`src/rtl/sprite_pkg.sv`:
```
// Shared widths and stream layout for the sprite loader and the sprite renderer.
package sprite_pkg;

  typedef enum logic [1:0] {
    IDLE   = 2'd0,
    PAL_LO = 2'd1,
    PAL_HI = 2'd2,
    PIXELS = 2'd3
  } state_t;

  localparam int COLOR_W = 12;  // {r,g,b}, 4 bits each
  localparam int INDEX_W = 8;   // palette index stored per pixel

  // Palette entries arrive as two bytes, low byte first.
  localparam int PAL_BYTES_PER_ENTRY = 2;
  localparam int PAL_LO_BYTE         = 0;
  localparam int PAL_HI_BYTE         = 1;
  localparam int PAL_HI_BITS         = COLOR_W - 8;  // used bits of the high byte

endpackage

```
`src/rtl/sprite_loader.sv`:
```
// Byte-stream writer for the palette and image BRAMs: palette section first,
// then pixel indices in raster order. Writes are registered single-cycle strobes.
module sprite_loader
  import sprite_pkg::*;
#(
  parameter int WIDTH     = 256,
  parameter int HEIGHT    = 256,
  parameter int PAL_DEPTH = 256,
  localparam int IMG_AW   = $clog2(WIDTH * HEIGHT)
) (
  input  logic               pixel_clk_in,
  input  logic               rst_in,
  input  logic               start_in,
  input  logic               abort_in,
  input  logic [7:0]         byte_in,
  input  logic               byte_valid_in,
  output logic               byte_ready_out,
  output logic [7:0]         pal_addr_out,
  output logic [COLOR_W-1:0] pal_data_out,
  output logic               pal_we_out,
  output logic [IMG_AW-1:0]  img_addr_out,
  output logic [INDEX_W-1:0] img_data_out,
  output logic               img_we_out,
  output logic               busy_out,
  output logic               done_out
);

  state_t            state, next_state;
  logic [7:0]        pal_cnt;
  logic [IMG_AW-1:0] img_cnt;
  logic [7:0]        pal_lo;

  logic accept, lo_ld, pal_wr, img_wr, pal_last, img_last, finish;

  // The upper nibble of a palette high byte carries no colour information.
  logic unused_hi_nib;
  assign unused_hi_nib = ^byte_in[7:PAL_HI_BITS];

  // Ready and busy depend on state only, so the source never sees a
  // combinational path from its own valid back to ready.
  assign byte_ready_out = (state != IDLE);
  assign busy_out       = (state != IDLE);

  assign accept   = byte_valid_in && byte_ready_out;
  assign pal_last = (pal_cnt == 8'(PAL_DEPTH - 1));
  assign img_last = (img_cnt == IMG_AW'(WIDTH * HEIGHT - 1));

  // Abort outranks accept, so a byte taken in the abort cycle never writes.
  assign lo_ld  = (state == PAL_LO) && accept && !abort_in;
  assign pal_wr = (state == PAL_HI) && accept && !abort_in;
  assign img_wr = (state == PIXELS) && accept && !abort_in;
  assign finish = img_wr && img_last;

  // Next-state decode; start is only looked at in IDLE.
  always_comb begin
    next_state = state;
    case (state)
      IDLE:   if (start_in) next_state = PAL_LO;
      PAL_LO: if (abort_in) next_state = IDLE;
              else if (accept) next_state = PAL_HI;
      PAL_HI: if (abort_in) next_state = IDLE;
              else if (accept) next_state = pal_last ? PIXELS : PAL_LO;
      PIXELS: if (abort_in) next_state = IDLE;
              else if (accept && img_last) next_state = IDLE;
      default: next_state = IDLE;
    endcase
  end

  // State register.
  always_ff @(posedge pixel_clk_in or posedge rst_in) begin
    if (rst_in) state <= IDLE;
    else        state <= next_state;
  end

  // Counters and registered write ports; addr/data hold while strobes are low.
  always_ff @(posedge pixel_clk_in or posedge rst_in) begin
    if (rst_in) begin
      pal_cnt      <= '0;
      img_cnt      <= '0;
      pal_lo       <= '0;
      pal_addr_out <= '0;
      pal_data_out <= '0;
      pal_we_out   <= 1'b0;
      img_addr_out <= '0;
      img_data_out <= '0;
      img_we_out   <= 1'b0;
      done_out     <= 1'b0;
    end else begin
      pal_we_out <= pal_wr;
      img_we_out <= img_wr;
      done_out   <= finish;
      if (state == IDLE && start_in) begin
        pal_cnt <= '0;
        img_cnt <= '0;
      end
      if (lo_ld) pal_lo <= byte_in;
      if (pal_wr) begin
        pal_addr_out <= pal_cnt;
        pal_data_out <= {byte_in[PAL_HI_BITS-1:0], pal_lo};
        if (!pal_last) pal_cnt <= pal_cnt + 8'd1;
      end
      if (img_wr) begin
        img_addr_out <= img_cnt;
        img_data_out <= byte_in;
        if (!img_last) img_cnt <= img_cnt + 1'b1;
      end
    end
  end

endmodule

```
`config.mk`:
```
export PLATFORM = sky130hd
export DESIGN_NAME = sprite_loader
export DESIGN_NICKNAME = d
export VERILOG_FILES = /design/src/rtl/sprite_pkg.sv /design/src/rtl/sprite_loader.sv
export SDC_FILE = /design/constraint.sdc
export NUM_CORES = 1
export LEC_CHECK = 0
export CORE_MARGIN = 2
export CORE_UTILIZATION = 43
export CTS_CLUSTER_SIZE = 14
export DETAILED_ROUTE_END_ITERATION = 10
export PLACE_DENSITY_LB_ADDON = 0.25
export SYNTH_ARGS = -nofsm -noshare
export SYNTH_HDL_FRONTEND = slang
export SYNTH_SLANG_ARGS = --single-unit
```
`constraint.sdc`:
```
create_clock -name pixel_clk_in -period 2.95 [get_ports pixel_clk_in]
set_clock_uncertainty 0.05 [all_clocks]
set_input_delay 0.59 -clock pixel_clk_in [delete_from_list [all_inputs] [get_ports pixel_clk_in]]
set_output_delay 0.59 -clock pixel_clk_in [all_outputs]
set_load 0.01 [all_outputs]
```
Word-level counts from Yosys, hierarchy flattened
Cells that the tools add are included.
{"block": "word_totals", "wordCells": 51, "regBits": 81}
{"block": "op_classes", "add_sub_neg": 2, "mux": 15, "n_reduce_logical": 14, "n_eq_ne": 9}
{"op": "$mux 16", "count": 3}
{"op": "$mux 8", "count": 3}
{"op": "$add 16x1->16 const B", "count": 1}
{"op": "$eq 16x16->1 const B", "count": 1}
{"op": "$mux 2", "count": 8}
{"op": "$logic_and 1x1->1", "count": 10}
{"op": "$add 8x1->8 const B", "count": 1}
{"op": "$eq 8x8->1 const B", "count": 1}
{"op": "$pmux 2 s4", "count": 1}
{"op": "$ne 3x3->1 const B", "count": 2}
{"op": "$eq 2x2->1 const B", "count": 2}
{"op": "$reduce_and 4->1", "count": 1}
{"op": "$ne 3x2->1 const B", "count": 1}
{"op": "$eq 2x1->1 const B", "count": 1}
{"op": "$logic_not 2->1", "count": 1}
{"op": "$ne 2x2->1 const B", "count": 1}
{"op": "$reduce_bool 2->1", "count": 1}
{"op": "$logic_not 1->1", "count": 1}

Depth between registers and ports, before layout
Gate-level depths: netlist (run 1).
{"block": "depth", "ltp_word": 6, "ltp_mapped": 7, "mapped_depth_nobuf": 5}

Least setup slack after synthesis (run 1)
OpenSTA, ideal clock, no wires.
{"block": "synth_timing", "kind": "input to register", "start": "in abort_in", "end": "reg img_cnt[11]", "required_time_ps": 2822, "stages": 5, "arrival_time_ps": 1986, "setup_ps": 78, "setup_slack_ps": 836, "n_path_buf": 1, "path_cell_list": "nand4b_2 -> or4b_1 -> clkbuf_2 -> or4_1 -> a21oi_1"}
{"block": "synth_via", "elab_chain_cells": 3}
{"element": "from (decl)", "line": "sprite_loader.sv:14", "source": "input logic abort_in,"}
{"element": "$logic_not 1->1", "line": "sprite_loader.sv:51", "source": "assign img_wr = (state == PIXELS) && accept && !abort_in;"}
{"element": "$logic_and 1x1->1", "line": "sprite_loader.sv:51"}
{"element": "$mux 16", "line": "sprite_loader.sv:102", "source": "if (img_wr) begin"}
{"element": "to (signal assigned)", "line": "sprite_loader.sv:105", "source": "if (!img_last) img_cnt <= img_cnt + 1'b1;"}
{"element": "to (decl)", "line": "sprite_loader.sv:30", "source": "logic [IMG_AW-1:0] img_cnt;"}
No other way between the ends.
A chain may end at the register's enable or synchronous reset.

Worst setup path in the final report (run 1)
{"block": "layout_timing", "start": "in byte_valid_in", "end": "reg img_cnt[14]"}
{"block": "layout_via", "elab_chain_cells": 4}
{"element": "from (decl)", "line": "sprite_loader.sv:16", "source": "input logic byte_valid_in,"}
{"element": "$logic_and 1x1->1", "line": "sprite_loader.sv:44", "source": "assign accept = byte_valid_in && byte_ready_out;"}
{"element": "$logic_and 1x1->1 (2 in series)", "line": "sprite_loader.sv:51"}
{"element": "$mux 16", "line": "sprite_loader.sv:102"}
No other way between the ends.

==> impl_metrics.yaml, run 1 <==
setup_path:
  cp-end-kind: "register"
  cp_cell_sequence: "clkdlybuf4s50_1 -> nand4b_2 -> or4_1 -> or4_1 -> a21oi_1"
  worst-endpoint-required_ns: 3.18
  start_kind: "input pin"
  worst-path-max-fanout: 8
  cp.arrival_ns: 2.62
  critPathTopFamily: "simple AND/OR/NAND/NOR gates"
  cpMostUsedCell: "or4_1"
  path_buf_inv: 1
  cpMaxStageDelayCell: "clkdlybuf4s50_1"
  critPathKind: "input pin to register"
  crit_path_max_incr_delay_ns: 0.60
timing:
  min_period_ns: 2.38
  tightest_slew_ns: 0.677
  rsz0062_at_grt: "no"
  setup_tns_ns: 0
  hold_viol: 0
  fin_crit_sh: 0.808
  setup_viol: 0
  clock.fmax_ghz: 0.420
  maxSlewViolCount: 0
  slew_headroom: 0.546
cells_and_area:
  final_nets: 446
  drive_gt1_frac: 0.0940
  stdcell_count: 538
  antenna_cells: 0
  area_growth_pct: 28.1
floorplan:
  die_w_um: 93.9
  design.core.area_mm2: 0.00777
  core.rowCount: 32
  start_util: 0.447
  die_h_um: 93.9
  ios: 62
  die_area_mm2: 0.00882
synth:
  ys_top_cells_by_count: "nand2_1 (147), dfrtp_1 (81), clkbuf_1 (12)"
  synth_seq_cells: 81
  synthesis.area_mm2: 0.00347
  netlist_instances: 366
  ys_types: 38
  avgSynthCellArea_um2: 9.49
  synth-main-ff-cell: "dfrtp_1"
  synth_edf_count: 0
  synth_fp_nets: 381
  synthTopCellsByArea: "dfrtp_1 (58%), nand2_1 (16%), mux2i_1 (2.9%)"
  async_flop_share: 1.00
  yosysTopAreaCellShare: 0.583
  yosys_warnings: 0
  yosysSeqAreaShare: 0.583
  synth.most_common_cell: "nand2_1"
  synth_area_leader_cell: "dfrtp_1"
cts:
  clk_latency_ns: 0.36
  cts_resized: 0
  clk_pin_slew_worst_paths_ns: 0.09
  cts_buffers: 9
  cts_num_sinks: 81
  cts_max_path_buffers: 2
  cts_hold_buffers: 0
  cts_tree: "yes"
  post_cts_buffers: 0
  cts-root-buf: "clkbuf_8"
  htree_levels: 3
placement:
  routabilityCongestion: 0.869
  placed_cells: 522
  dp_hpwl_mm: 5.11
  io_buffers: 61
drt:
  dr.pass1.iters: 4
  vias: 2757
  routed_wl_mm: 7.52
  detail-route-antenna-nets: 0
  viasPerCell: 5.12
  post-route-drc-count: 0
  wl_per_cell_um: 14.0
  drt_iter0_drc: 133
global_route:
  grt_max_degree: 51
  grt_use_total: 0.191
  grt_use_met2: 0.293
  grt_use_met1: 0.266
  grt_pass1_wl_mm: 13.0
  grt_busiest_layer: "met2"
  grt_use_met3: 0.0570
  antenna_found_initial: 0
  grt_overflow: 0
  grt_pass1_vias: 2674
power_and_ir_drop:
  p_leak_nw: 2.09
  power_mw: 2.77
  irDropWorstVdd_uv: 258
  p_per_area_mw_per_mm2: 622
run:
  cap_violations: 0
status:
  status: "finished, final reports clean"
min_path:
  hold_class: "register to register"
cells in the final DEF (no fill, tap or decap), types with 2 or more instances in the layout:
cell type / netlist / final
and3_1: 3 / 3
inv_6: 0 / 2
o21ai_0: 11 / 11
nor3b_1: 2 / 2
a31oi_1: 3 / 3
o211ai_1: 4 / 4
a211oi_1: 6 / 6
or4_1: 4 / 4
nand3_1: 10 / 10
inv_1: 10 / 9
mux2i_1: 10 / 10
clkinv_4: 0 / 3
clkbuf_8: 0 / 10
nand2_1: 147 / 147
and2_1: 2 / 2
dfrtp_1: 81 / 81
nand4_1: 4 / 4
o31ai_1: 5 / 5
ha_1: 2 / 2
a21oi_1: 10 / 10
nor2_1: 7 / 7
or3_1: 3 / 3
clkdlybuf4s50_1: 0 / 61
buf_4: 1 / 10
nor4_1: 3 / 3
mux2_2: 8 / 8
nor3_1: 2 / 2
through the flow:
stage	instance area [um^2]	utilization	hold slack (ns)	setup WS, ns
3_5_place_dp	4240	0.546	0.405	0.225
6_report	4450	0.573	0.420	0.568
2_1_floorplan	3470	-	0.385	0.230
4_1_cts	4450	0.573	0.419	0.589
5_1_grt	4450	0.573	0.450	0.460
3_3_place_gp	4240	0.546	0.393	0.249
flip-flops by register name (all words and copies together), names as in the netlist:
signal	flops
done_out	1
img_addr_out	16
img_cnt	16
img_data_out	8
img_we_out	1
pal_addr_out	8
pal_cnt	8
pal_data_out	12
pal_lo	8
pal_we_out	1
state	2
final cells by class:
cell class              instances  area (um^2)
clock buffers                  10          138
clock inverters                 6         73.8
fillers                       698         3320
inverters                      11         42.5
multi-input cells             256         1340
flip-flops and latches         81         2030
well taps                     102          128
repair buffers                 72          706
where the power goes:
| part | internal [mW] | switching [mW] | leakage, nW |
|---|---|---|---|
| Combinational | 0.309 | 0.237 | 0.885 |
| Clock | 0.424 | 0.428 | 0.107 |
| Sequential | 1.27 | 0.0941 | 1.09 |
| Total | 2.01 | 0.759 | 2.09 |
per-layer routing:
layer	vias up	share of wire
li1	1354	-
met2	62	0.48
met3	8	0.057
met1	1333	0.46
met5	-	0
met4	0	0.011
worst min-delay path, cell delays in order, from the launching register on:
cell     delay, ns
dfrtp_1       0.35
nand2_1       0.05
nand2_1       0.05
final timing paths:
| check | slack (ns) | start | endpoint | depth (start not counted) |
|---|---|---|---|---|
| worst max-delay path | 0.57 | byte_valid_in | img_cnt[14] | 5 |
| worst min-delay path | 0.42 | pal_lo[2] | pal_data_out[2] | 2 |
| worst max register to register | 0.74 | img_cnt[0] | img_cnt[14] | 5 |
| worst min register to register | 0.42 | pal_lo[2] | pal_data_out[2] | 2 |
| max in group asynchronous | 1.64 | rst_in | img_data_out[7] | 3 |
| min in group asynchronous | 0.55 | rst_in | pal_addr_out[4] | 2 |
logic make-up after synthesis:
logic type,after synthesis,share of synthesized area
flip-flops,81,0.583
adder cells (fa/ha/maj),2,0.00720
AND/OR/NAND/NOR,193,0.243
multiplexers,18,0.0547
buffers and inverters,29,0.0335
AO/OA/AOI/OAI,43,0.0778
Power figures use the tool's default switching activity.
==> run 2: changes to the inputs <==
==> constraint.sdc (replaced) <==
create_clock -name pixel_clk_in -period 2.05 [get_ports pixel_clk_in]
set_clock_uncertainty 0.05 [all_clocks]
set_input_delay 0.41 -clock pixel_clk_in [delete_from_list [all_inputs] [get_ports pixel_clk_in]]
set_output_delay 0.41 -clock pixel_clk_in [all_outputs]
set_load 0.01 [all_outputs]
==> run 2 against run 1 <==
Net effect: first-iteration DRC count fell by 4.5%; combinational power increased by 50%; register-to-register slack worse by 0.67 ns; count of clock-buffer cells in the layout unchanged; clock power is 60% higher; hold slack worse by 0.0034 ns; critical path type unchanged; wire length rose by 3.4%; die area unchanged; sequential share of layout area down 1.9 points; sequential power rose by 43%.
==> impl_metrics.yaml, run 2 (synthesized netlist as in run 1, its figures left out) <==
setup_path:
  path_buf_inv: 1
  start_kind: "input pin"
  cp_cell_sequence: "clkdlybuf4s50_1 -> nand4b_4 -> or4b_4 -> or4_1 -> a21oi_1"
  rr_worst_depth: 5
  crit_path_max_incr_delay_ns: 0.52
  cp.arrival_ns: 2.21
  critPathTopFamily: "simple AND/OR/NAND/NOR gates"
  cpMaxStageDelayCell: "clkdlybuf4s50_1"
  cp-end-kind: "register"
  critPathKind: "input pin to register"
  worst-endpoint-required_ns: 2.28
  worst-path-max-fanout: 3
  crit_cells: 5
placement:
  routabilityCongestion: 0.790
  postPlaceCellArea_mm2: 0.00437
  io_buffers: 61
  dp_hpwl_mm: 5.23
  placed_cells: 539
cells_and_area:
  drive_gt1_frac: 0.143
  utilization: 0.598
  top_regs: "img_addr_out x16, img_cnt x16, pal_data_out x12"
  stdcell_area_mm2: 0.00465
  stdcell_count: 555
  multiInputGateArea_mm2: 0.00138
  final_cell_mix: "nand2_1 (147), dfrtp_1 (81), clkdlybuf4s50_1 (59)"
  nFillCells: 683
  antenna_cells: 0
  final_common_cell: "nand2_1"
  regArea_mm2: 0.00203
  final_nets: 463
  area_growth_pct: 33.7
cts:
  cts_max_path_buffers: 2
  cts-root-buf: "clkbuf_8"
  post_cts_buffers: 0
  clk_latency_ns: 0.35
  cts_buffers: 9
  clk_pin_slew_worst_paths_ns: 0.09
  htree_levels: 3
  cts_tree: "yes"
  cts_num_sinks: 81
min_path:
  hold_class: "register to register"
  worstHoldPathCells: 2
drt:
  wl_per_cell_um: 14.0
  dr.pass1.iters: 5
  post-route-drc-count: 0
  detail-route-antenna-nets: 0
  routed_wl_mm: 7.77
  viasPerCell: 5.08
  drt_iter0_drc: 127
  vias: 2822
timing:
  clock.fmax_ghz: 0.506
  tightest_slew_ns: 0.518
  setup_viol: 0
  min_period_ns: 1.98
  slew_headroom: 0.651
  fin_crit_sh: 0.965
  maxSlewViolCount: 0
  hold_viol: 0
  rsz0062_at_grt: "yes"
status:
  status: "finished, final reports clean"
power_and_ir_drop:
  p_per_area_mw_per_mm2: 890
  irDropWorstVdd_uv: 425
  p_leak_nw: 2.20
global_route:
  grt_pass1_vias: 2773
  antenna_found_initial: 0
  grt_pass1_wl_mm: 13.0
  grt_overflow: 0
  grt_max_degree: 82
  grt_use_total: 0.188
floorplan:
  die_h_um: 93.9
  die_area_mm2: 0.00882
  start_util: 0.447
  core.rowCount: 32
  design.core.area_mm2: 0.00777
  die_w_um: 93.9
  ios: 62
run:
  cap_violations: 0
-- run 2: final timing paths --
path	startpoint	to	slack [ns]
min	pal_lo[4]	pal_data_out[4]	0.42
min reg2reg	pal_lo[4]	pal_data_out[4]	0.42
max in group asynchronous	rst_in	img_addr_out[15]	1.14
max reg2reg	img_cnt[0]	img_cnt[14]	0.07
max	byte_valid_in	img_cnt[11]	0.07
min in group asynchronous	rst_in	pal_data_out[6]	0.47
-- run 2: metal layers --
metal,global-route usage,wire length [um],vias up
met5,0,0,-
met4,0.0713,117,0
met3,0.0289,278,9
met2,0.303,3780,61
met1,0.256,3600,1355
li1,-,-,1397
-- run 2: layout make-up --
| class | count | share of cell area |
|---|---|---|
| tap | 102 | 0.0275 |
| inverter | 11 | 0.00969 |
| sequential | 81 | 0.436 |
| multi-input combinational | 256 | 0.297 |
| timing repair buffer | 89 | 0.179 |
| clock buffer | 10 | 0.0296 |
| clock inverter | 6 | 0.0210 |
-- run 2: where the power goes --
| part | internal, mW | leakage [nW] | switching (mW) |
|---|---|---|---|
| Clock | 0.739 | 0.119 | 0.617 |
| Combinational | 0.456 | 0.984 | 0.364 |
| Sequential | 1.83 | 1.09 | 0.125 |
-- run 2: repair_timing --
| action | CTS | global route |
|---|---|---|
| gates cloned | 0 | 0 |
| pin swaps | 0 | 0 |
| gates resized for setup | 3 | 9 |
| hold buffers | 0 | 0 |
| hold endpoints to repair | 0 | 0 |
| endpoints found under the setup margin | 2 | 6 |
-- run 2: worst reg2reg max path: cells and delay by family (launching register included) --
family	cells	cell delay (ns)
fa+ha+maj	1	0.19
compound gates	1	0.14
flops	1	0.36
simple gates	3	1.18
-- run 2: metrics by stage --
| stage | TNS, ns | setup slack [ns] | hold WS [ns] | power, mW |
|---|---|---|---|---|
| after detailed placement | -4.48 | -0.368 | 0.401 | 2.83 |
| final | 0 | 0.0724 | 0.417 | 4.13 |
| after global routing | -0.0380 | -0.0366 | 0.445 | 4.35 |
| after global placement | -3.20 | -0.286 | 0.391 | 2.80 |
| after floorplan | 0 | 0.0445 | 0.385 | 2.35 |
| after CTS | 0 | 0.0104 | 0.422 | 4.18 |
